===== config.mk =====
export PLATFORM = sky130hd
export DESIGN_NAME = spi_slave
export DESIGN_NICKNAME = d
export VERILOG_FILES = /design/src/rtl/spi_pkg.sv /design/src/rtl/spi_sync_edge.sv /design/src/rtl/spi_slave.sv
export SDC_FILE = /design/constraint.sdc
export NUM_CORES = 1
export LEC_CHECK = 0
export CORE_MARGIN = 2
export CORE_UTILIZATION = 39
export DETAILED_ROUTE_END_ITERATION = 10
export MAX_ROUTING_LAYER = met4
export PLACE_DENSITY = 0.77
export RECOVER_POWER = 100
export SETUP_SLACK_MARGIN = 0.05
export SLEW_MARGIN = 10
export SYNTH_ARGS = -nofsm -noshare
export SYNTH_HDL_FRONTEND = slang
export SYNTH_SLANG_ARGS = --single-unit

===== constraint.sdc =====
create_clock -name clk -period 2.2 [get_ports clk]
set_input_delay 0.66 -clock clk [delete_from_list [all_inputs] [get_ports clk]]
set_output_delay 0.66 -clock clk [all_outputs]
set_load 0.05 [all_outputs]

===== src/rtl/spi_pkg.sv =====
// -----------------------------------------------------------------------------
// spi_pkg
// Shared definitions for the SPI slave: FSM state encoding, SPI mode
// constants ({polarity, phase}) and the byte width. Also provides a helper
// that tells whether a given mode samples MOSI on the rising spi_clk edge.
// -----------------------------------------------------------------------------
package spi_pkg;

   localparam int SPI_BYTE_W = 8;

   typedef enum logic [1:0] {
      SPI_IDLE  = 2'd0,
      SPI_LOAD  = 2'd1,
      SPI_SHIFT = 2'd2
   } spi_state_t;

   // Mode constants, encoded as {polarity, phase}
   localparam logic [1:0] MODE0 = 2'b00;
   localparam logic [1:0] MODE1 = 2'b01;
   localparam logic [1:0] MODE2 = 2'b10;
   localparam logic [1:0] MODE3 = 2'b11;

   // Modes 0 and 3 sample on the rising edge, modes 1 and 2 on the falling
   // edge; the shift edge is always the opposite transition.
   function automatic logic sample_on_rise(input logic [1:0] mode);
      return (mode == MODE0) || (mode == MODE3);
   endfunction

endpackage


===== src/rtl/spi_sync_edge.sv =====
// -----------------------------------------------------------------------------
// spi_sync_edge
// Synchronises one asynchronous input into the clk domain through a
// SYNC_STAGES-deep flop chain and detects edges by comparing the synchronised
// level with a one-cycle-delayed copy.
//
// Parameters:
//   SYNC_STAGES  synchroniser depth (2..3)
//   RESET_VALUE  value the chain and delayed copy take during reset
// Ports:
//   clk      in   system clock
//   reset_n  in   asynchronous active-low reset
//   din      in   asynchronous input
//   level    out  synchronised level
//   rise     out  one-cycle pulse on a synchronised 0->1 transition
//   fall     out  one-cycle pulse on a synchronised 1->0 transition
// -----------------------------------------------------------------------------
module spi_sync_edge
   import spi_pkg::*;
#(
   parameter int   SYNC_STAGES = 2,
   parameter logic RESET_VALUE = 1'b0
) (
   input  logic clk,
   input  logic reset_n,
   input  logic din,
   output logic level,
   output logic rise,
   output logic fall
);

   logic [SYNC_STAGES-1:0] sync_q;
   logic                   prev_q;

   // NOTE: non-blocking assignments so each stage captures its neighbour's
   // pre-edge value; blocking here would collapse the chain into one flop.
   always_ff @(posedge clk or negedge reset_n) begin
      if (!reset_n) begin
         sync_q <= {SYNC_STAGES{RESET_VALUE}};
         prev_q <= RESET_VALUE;
      end else begin
         sync_q <= {sync_q[SYNC_STAGES-2:0], din};
         prev_q <= sync_q[SYNC_STAGES-1];
      end
   end

   assign level = sync_q[SYNC_STAGES-1];
   assign rise  = level & ~prev_q;
   assign fall  = ~level & prev_q;

endmodule


===== src/rtl/spi_slave.sv =====
// -----------------------------------------------------------------------------
// spi_slave
// SPI slave for all four polarity/phase modes. spi_clk, cs and mosi are
// synchronised into the clk domain; MSB-first bytes are assembled onto
// rx_data/rx_valid and, when the transmit path is compiled in, tx_data is
// serialised MSB-first onto miso. Multi-byte frames run within one cs low.
//
// Build option:
//   SPI_SLAVE_MISO_EN  defined   -> TX shifter, tx_load and miso drive present
//                      undefined -> receive-only: miso=1, tx_load=0
//
// Ports:
//   clk        in   system clock
//   reset_n    in   asynchronous active-low reset
//   polarity   in   spi_clk idle level (static while cs low)
//   phase      in   0: sample on leading edge, 1: sample on trailing edge
//   spi_clk    in   SPI clock from master (asynchronous)
//   cs         in   chip select, active low
//   mosi       in   serial data from master
//   miso       out  serial data to master
//   rx_data    out  last complete received byte
//   rx_valid   out  one-cycle pulse when rx_data updates
//   tx_data    in   byte to transmit, captured at each load point
//   tx_load    out  one-cycle pulse when tx_data has been captured
//   busy       out  high while a transfer is in progress (SHIFT state)
//   bit_count  out  bits received so far in the current byte
// -----------------------------------------------------------------------------
module spi_slave
   import spi_pkg::*;
#(
   parameter int SYNC_STAGES = 2
) (
   input  logic                  clk,
   input  logic                  reset_n,
   input  logic                  polarity,
   input  logic                  phase,
   input  logic                  spi_clk,
   input  logic                  cs,
   input  logic                  mosi,
   output logic                  miso,
   output logic [SPI_BYTE_W-1:0] rx_data,
   output logic                  rx_valid,
   input  logic [SPI_BYTE_W-1:0] tx_data,
   output logic                  tx_load,
   output logic                  busy,
   output logic [2:0]            bit_count
);

   logic sclk_level, sclk_rise, sclk_fall;
   logic cs_level, cs_rise, cs_fall;
   logic mosi_level, mosi_rise, mosi_fall;

   spi_sync_edge #(.SYNC_STAGES(SYNC_STAGES), .RESET_VALUE(1'b0)) u_sync_sclk (
      .clk     (clk),
      .reset_n (reset_n),
      .din     (spi_clk),
      .level   (sclk_level),
      .rise    (sclk_rise),
      .fall    (sclk_fall)
   );

   // cs resets high so leaving reset never looks like a chip-select fall
   spi_sync_edge #(.SYNC_STAGES(SYNC_STAGES), .RESET_VALUE(1'b1)) u_sync_cs (
      .clk     (clk),
      .reset_n (reset_n),
      .din     (cs),
      .level   (cs_level),
      .rise    (cs_rise),
      .fall    (cs_fall)
   );

   spi_sync_edge #(.SYNC_STAGES(SYNC_STAGES), .RESET_VALUE(1'b0)) u_sync_mosi (
      .clk     (clk),
      .reset_n (reset_n),
      .din     (mosi),
      .level   (mosi_level),
      .rise    (mosi_rise),
      .fall    (mosi_fall)
   );

   // Map the mode onto physical spi_clk transitions
   logic sample_edge, shift_edge;

   // NOTE: every output gets a default first, so no path leaves a value
   // unassigned and no latch is inferred.
   always_comb begin
      sample_edge = 1'b0;
      shift_edge  = 1'b0;
      if (sample_on_rise({polarity, phase})) begin
         sample_edge = sclk_rise;
         shift_edge  = sclk_fall;
      end else begin
         sample_edge = sclk_fall;
         shift_edge  = sclk_rise;
      end
   end

   spi_state_t            state;
   logic [SPI_BYTE_W-1:0] rx_shift;

`ifdef SPI_SLAVE_MISO_EN
   logic [SPI_BYTE_W-1:0] tx_shift;
   // Set when a fresh byte sits in tx_shift and the next shift edge must
   // present its MSB rather than advance the shifter.
   logic                  first_shift;
`endif

   always_ff @(posedge clk or negedge reset_n) begin
      if (!reset_n) begin
         state     <= SPI_IDLE;
         rx_shift  <= '0;
         rx_data   <= '0;
         rx_valid  <= 1'b0;
         bit_count <= '0;
         busy      <= 1'b0;
`ifdef SPI_SLAVE_MISO_EN
         tx_shift    <= '0;
         first_shift <= 1'b0;
         miso        <= 1'b1;
         tx_load     <= 1'b0;
`endif
      end else begin
         rx_valid <= 1'b0;
`ifdef SPI_SLAVE_MISO_EN
         tx_load  <= 1'b0;
`endif
         // A cs rise ends the frame from any state and wins over a
         // coincident sample edge, discarding any partial byte.
         if (cs_rise) begin
            state     <= SPI_IDLE;
            bit_count <= '0;
            rx_shift  <= '0;
            busy      <= 1'b0;
`ifdef SPI_SLAVE_MISO_EN
            miso        <= 1'b1;
            first_shift <= 1'b0;
`endif
         end else begin
            case (state)
               SPI_IDLE: begin
                  bit_count <= '0;
                  busy      <= 1'b0;
                  if (cs_fall) state <= SPI_LOAD;
               end

               SPI_LOAD: begin
                  state <= SPI_SHIFT;
                  busy  <= 1'b1;
`ifdef SPI_SLAVE_MISO_EN
                  tx_shift    <= tx_data;
                  tx_load     <= 1'b1;
                  // phase 0: master samples before any shift edge, so the
                  // MSB must be on miso already.
                  first_shift <= phase;
                  if (!phase) miso <= tx_data[SPI_BYTE_W-1];
`endif
               end

               SPI_SHIFT: begin
                  if (sample_edge) begin
                     rx_shift  <= {rx_shift[SPI_BYTE_W-2:0], mosi_level};
                     bit_count <= bit_count + 3'd1;
                     if (bit_count == 3'd7) begin
                        rx_data  <= {rx_shift[SPI_BYTE_W-2:0], mosi_level};
                        rx_valid <= 1'b1;
`ifdef SPI_SLAVE_MISO_EN
                        tx_shift    <= tx_data;
                        tx_load     <= 1'b1;
                        first_shift <= 1'b1;
`endif
                     end
                  end
`ifdef SPI_SLAVE_MISO_EN
                  if (shift_edge) begin
                     if (first_shift) begin
                        miso        <= tx_shift[SPI_BYTE_W-1];
                        first_shift <= 1'b0;
                     end else begin
                        tx_shift <= {tx_shift[SPI_BYTE_W-2:0], 1'b0};
                        miso     <= tx_shift[SPI_BYTE_W-2];
                     end
                  end
`endif
               end

               default: begin
                  state <= SPI_IDLE;
                  busy  <= 1'b0;
               end
            endcase
         end
      end
   end

   // Synchroniser outputs this design has no use for
   logic unused_sigs;

`ifdef SPI_SLAVE_MISO_EN
   assign unused_sigs = ^{sclk_level, cs_level, mosi_rise, mosi_fall};
`else
   // Receive-only build: transmit side is constant
   assign miso        = 1'b1;
   assign tx_load     = 1'b0;
   assign unused_sigs = ^{sclk_level, cs_level, mosi_rise, mosi_fall, tx_data};
`endif

endmodule


# --- Word-level counts from Yosys, hierarchy flattened ---
# Cells that the tools add are included.
totals:
  register_bits: 30
  word_cells: 54
  out_inout_bits: 15
op_classes:
  n_reduce_logical: 10
  bitwise: 9
  muxes: 16
  eq_ne: 7
  n_addsub: 1
op_table:
  columns: ["operator", "count"]
  rows:
  - ["2-to-1 mux 7 bit", 3]
  - ["2-to-1 mux 1 bit", 6]
  - ["2-to-1 mux 3 bit", 2]
  - ["inequality test 3 bit, second input constant", 2]
  - ["case mux 2 bit (3 select lines)", 1]
  - ["case mux 3 bit (2 select lines)", 1]
  - ["AND reduction 2 bit", 3]
  - ["NOT 1 bit", 5]
  - ["bitwise AND 1 bit", 4]
  - ["== test 2 bit, second input constant", 2]
  - ["zero test 2 bit", 2]
  - ["2-to-1 mux 2 bit", 2]
  - ["AND reduction 4 bit", 1]
  - ["nonzero test 2 bit", 2]
  - ["adder 3 x 1 -> 3 bit, second input constant", 1]
  - ["== test 3 bit, second input constant", 1]
  - ["nonzero test 3 bit", 1]
  - ["== test 2 x 1 -> 1 bit, second input constant", 1]
  - ["inequality test 2 bit, second input constant", 1]
  - ["case mux 1 bit (2 select lines)", 1]
  - ["logical OR 1 bit", 1]

# --- Longest topological paths before layout ---
logic_depth:
  depth_word: 6
  depth_mapped: 5
  ltp_nobuf: 5

# --- Hierarchy ---
# Synthesis repeated with hierarchy kept, for this count alone.
hier_totals:
  cells_unflattened: 93
  hier_area_um2: 1275.0
modules_own_cells:
  columns: ["module", "n_inst", "cells_per_inst", "seq_area_each_um2", "area_each_um2"]
  rows:
  - ["spi_slave", 1, 78, 550.5, 1001.0]
  - ["spi_sync_edge (u_sync_mosi ...)", 2, 5, 75.1, 90.1]
  - ["spi_sync_edge (u_sync_cs)", 1, 5, 78.8, 93.8]

# --- Least setup slack after synthesis ---
# OpenSTA, ideal clock, no wires.
synth_timing:
  kind: "input to register"
  start: "in polarity"
  end: "reg rx_data[0]"
  arrival_time_ps: 1768
  cell_stages: 4
  required_ps: 2075
  setup_slack_ps: 307
  path_cell_list: "xor2_1 -> mux2i_2 -> nand3_4 -> mux2_4"
synth_between:
  elab_chain_cells: 4
synth_lines:
  columns: ["element", "line", "text"]
  rows:
  - ["start: declaration", "spi_slave.sv:35", "input logic polarity,"]
  - ["== test 2 bit or zero test 2 bit (tied branches)", "spi_pkg.sv:26", "return (mode == MODE0) || (mode == MODE3);"]
  - ["logical OR 1 bit *", "spi_pkg.sv:26", null]
  - ["2-to-1 mux 1 bit *", "spi_slave.sv:89", "if (sample_on_rise({polarity, phase})) begin"]
  - ["AND reduction 4 bit (no source line) *", null, null]
  - ["end signal: assignment", "spi_slave.sv:164", "rx_data <= {rx_shift[SPI_BYTE_W-2:0], mosi_level};"]
  - ["end: declaration", "spi_slave.sv:41", "output logic [SPI_BYTE_W-1:0] rx_data,"]
# Every way passes the cells marked *; elsewhere a longest branch is shown, timed or not.
# A chain may end at the register's enable or synchronous reset.

# --- Worst setup path after layout ---
layout_timing:
  start: "in phase"
  end: "reg rx_data[3]"
layout_between:
  elab_chain_cells: 4
layout_lines:
  columns: ["element", "line", "text"]
  rows:
  - ["start: declaration", "spi_slave.sv:36", "input logic phase,"]
  - ["== test 2 bit or zero test 2 bit (tied branches)", "spi_pkg.sv:26", null]
  - ["logical OR 1 bit *", "spi_pkg.sv:26", null]
  - ["2-to-1 mux 1 bit *", "spi_slave.sv:89", null]
  - ["AND reduction 4 bit (no source line) *", null, null]
# Marks and branches as above.

==> flow_metrics.env <==
export IMPL_run_status="completed"
export IMPL_cp_data_arrival_time_ns=2.30
export IMPL_hpwlAfterDp_um=1460
export IMPL_path_clk_slew_ns=0.09
export IMPL_syn_inst=89
export IMPL_dieHeight_um=60.7
export IMPL_fillerInstances=302
export IMPL_synth_net_count=107
export IMPL_cts_made_buffers=5
export IMPL_synthDominantCellAreaShare_pct=53.8
export IMPL_htree_levels=2
export IMPL_startpoint="phase"
export IMPL_peakVddDrop_v=0.000402
export IMPL_achievable_frequency_mhz=478
export IMPL_cp_cell_sequence="clkdlybuf4s50_1, xor2_1, mux2i_1, nand3_4, mux2_1"
export IMPL_proportion_of_synthesized_chip_area_in_sequential_cells_pct=60.1
export IMPL_synth_seq_cells=30
export IMPL_routed_wire_length_per_instance_um=12.3
export IMPL_synthesis_area_per_instance_um2=14.1
export IMPL_overflow=0
export IMPL_clkLatencyLatePin_ns=0.32
export IMPL_vias_in_the_first_global_route=785
export IMPL_grt_max_degree=21
export IMPL_logic_depth_of_the_worst_register_to_register_path=5
export IMPL_die_width_um=60.7
export IMPL_yosysTopAreaCell="sky130_fd_sc_hd__dfrtp_1"
export IMPL_critical_path_max_fanout=9
export IMPL_placed_area_um2=1510
export IMPL_maxSlewHeadroom_pct=42.6
export IMPL_design_area_um2=1480
export IMPL_finish_net_count=134
export IMPL_ratio_of_total_power_to_cell_area_nw_per_um2=770
export IMPL_track_usage_pct=13.6
export IMPL_synthesis_area_um2=1250
export IMPL_area_of_the_die_um2=3690
export IMPL_floorplan_io_pins=30
export IMPL_clock_skew_ns=0.0114
export IMPL_global_route_wire_length_before_repair_um=3390
export IMPL_tightest_slew_ns=0.860
export IMPL_worst_setup_path_start_kind="input port"
export IMPL_cp_endpoint="rx_data[3]"
export IMPL_crit_required_ns=2.41
export IMPL_row_count=20
export IMPL_tritoncts="done"
export IMPL_final_hold_violation_count=0
export IMPL_yosys_top_cells_area="sky130_fd_sc_hd__dfrtp_1 (54%), sky130_fd_sc_hd__mux2_4 (9.6%), sky130_fd_sc_hd__dfstp_2 (6.3%)"
export IMPL_antenna_cells_inserted=0
export IMPL_numClockSinks=30
export IMPL_worstHoldPathType="reg2reg"
export IMPL_finalNonFillerCells=161
export IMPL_clock_tree_root_cell="sky130_fd_sc_hd__clkbuf_4"
export IMPL_yosysWarningCount=0
export IMPL_detail_route_antenna_nets=0
export IMPL_postCtsHoldBufs=0
export IMPL_setup_violations_final=0
export IMPL_vias=752
export IMPL_dp_cells=153
export IMPL_cap_viol_max_count=0
export IMPL_power_leakage_uw=0.000705
export IMPL_fin_crit_share_pct=95.0
export IMPL_routed_wl_um=1990
export IMPL_drcViolationCount=0
export IMPL_gpl_final_weighted_congestion=0.752
export IMPL_initial_utilization_pct=41.1
export IMPL_critical_path_class="in2reg"
export IMPL_regToRegEndpoint="rx_data[3]"
export IMPL_critical_path_endpoint_type="register"
export IMPL_dr_pass1_iters=4
export IMPL_cpPeakStageDelay_ns=0.47
export IMPL_cts_max_path_buffers=2
export IMPL_cts_repair_timing_setup_buffer_count=0
export IMPL_crit_path_top_delay_cell="sky130_fd_sc_hd__clkdlybuf4s50_1"
export IMPL_distinct_cell_type_count_after_synthesis=25
export IMPL_place_port_buffers=19
export IMPL_antenna_found_initial=0
export IMPL_vias_per_cell=4.67
export IMPL_hold_ws_ns=0.359
export IMPL_reg2reg_setup_slack_ns=0.59
export IMPL_iter_0_drt_violations=10
export IMPL_final_min_clock_period_ns=2.09
export IMPL_drive_gt1_share_pct=10.3
export IMPL_timing_rr_start="u_sync_cs.prev_q"
export IMPL_finalPower_uw=1140
export IMPL_setup_repair_after_global_routing_missed_its_margin="false"
export IMPL_core_area_um2=3050
export IMPL_slew_violations=0
export IMPL_syn2layout_area_growth_pct=17.6
-- report_power, final --
part | total (uW) | switching [uW] | leakage [uW] | internal (uW)
logic | 201 | 133 | 0.000286 | 67.8
clock network | 296 | 169 | 0.0000265 | 127
registers | 640 | 47.7 | 0.000393 | 592
total | 1140 | 350 | 0.000705 | 787
-- cells by family after synthesis --
logic type,count (synthesis),synth area share [%]
XOR/XNOR,1,0.698
flip-flops,30,60.1
buffers and inverters,5,2.09
AO/OA/AOI/OAI,7,2.99
multiplexers,17,17.1
AND/OR/NAND/NOR,24,13.4
other,2,0.598
adder cells (fa/ha/maj),3,2.99
-- flip-flops by register name, summed over array words and instances, names as in the netlist --
register / flops
rx_data: 8
rx_shift: 7
bit_count: 3
state: 2
u_sync_cs.sync_q: 2
u_sync_mosi.sync_q: 2
u_sync_sclk.sync_q: 2
busy: 1
rx_valid: 1
u_sync_cs.prev_q: 1
u_sync_sclk.prev_q: 1
-- cells in the mapped netlist --
cell	n
sky130_fd_sc_hd__or2b_1	2
sky130_fd_sc_hd__nor2b_1	1
sky130_fd_sc_hd__mux2i_1	7
sky130_fd_sc_hd__nand2b_1	10
sky130_fd_sc_hd__nor2_4	1
sky130_fd_sc_hd__buf_4	2
sky130_fd_sc_hd__mux2_4	8
sky130_fd_sc_hd__nor4_1	1
sky130_fd_sc_hd__nand3_1	2
sky130_fd_sc_hd__mux2_2	1
sky130_fd_sc_hd__clkbuf_1	1
sky130_fd_sc_hd__dfstp_2	3
sky130_fd_sc_hd__a31oi_1	2
sky130_fd_sc_hd__a21oi_1	5
sky130_fd_sc_hd__nor2_2	1
sky130_fd_sc_hd__nand3b_1	1
sky130_fd_sc_hd__nand3_4	1
sky130_fd_sc_hd__inv_1	2
sky130_fd_sc_hd__conb_1	2
sky130_fd_sc_hd__dfrtp_1	27
sky130_fd_sc_hd__nand4b_1	2
sky130_fd_sc_hd__mux2i_2	1
sky130_fd_sc_hd__nand2_1	2
sky130_fd_sc_hd__ha_1	3
sky130_fd_sc_hd__xor2_1	1
-- placed cells by master, fill, tap and decap left out, drive strengths merged --
cell / n
a21oi: 5
a31oi: 2
buf: 1
clkbuf: 17
clkdlybuf4s50: 2
conb: 2
dfrtp: 27
dfstp: 3
dlygate4sd2: 6
dlygate4sd3: 4
dlymetal6s2s: 1
ha: 3
inv: 2
mux2: 9
mux2i: 8
nand2: 2
nand2b: 10
nand3: 3
nand3b: 1
nand4b: 2
nor2: 2
nor2b: 1
nor4: 1
or2b: 2
xor2: 1
-- how the worst min path moves through the flow --
stage / to / slack (ns) / from / depth (start not counted)
6_report: u_sync_mosi.sync_q[1] / 0.36 / u_sync_mosi.sync_q[0] / 0
5_1_grt: u_sync_mosi.sync_q[1] / 0.37 / u_sync_mosi.sync_q[0] / 0
4_1_cts: u_sync_mosi.sync_q[1] / 0.36 / u_sync_mosi.sync_q[0] / 0
3_5_place_dp: u_sync_mosi.sync_q[1] / 0.34 / u_sync_mosi.sync_q[0] / 0
2_1_floorplan: u_sync_mosi.sync_q[1] / 0.33 / u_sync_mosi.sync_q[0] / 0
3_3_place_gp: u_sync_sclk.sync_q[1] / 0.33 / u_sync_sclk.sync_q[0] / 0
-- critical path: cells and delay by family --
| family | cells | cell delay (ns) |
|---|---|---|
| muxes | 2 | 0.72 |
| buffers and inverters | 1 | 0.47 |
| xor gates and xnor gates | 1 | 0.23 |
| and+or+nand+nor | 1 | 0.21 |
-- through the flow --
stage	util [%]	setup WS (ns)	TNS (ns)
final	48.4	0.110	0
after global routing	48.4	0.0614	0
after CTS	50.9	0.0520	0
after detailed placement	49.5	-0.235	-3.15
after global placement	49.5	-0.198	-2.55
after floorplan	-	0.307	0
-- final cells by class --
cell class	instances	area, um^2	share of cell area, %
multi-input cells	54	444	30.1
flip-flops and latches	30	754	51.1
inverters	2	7.51	0.508
well taps	44	55.1	3.73
clock buffers	8	48.8	3.31
repair buffers	23	166	11.3
-- metal layers --
layer	share of wire [%]	vias up	GRT usage (%)
li1	-	358	-
met1	45	368	15.8
met2	48	21	20.3
met3	5.0	5	5.12
met4	2.1	0	7.45
met5	0	-	-
-- repair_timing --
item	in CTS	in global routing
hold endpoints to repair	0	0
gates resized for setup	6	2
cloned	0	0
setup endpoints to repair	6	2
No activity file was read; power rests on OpenSTA's default activity.
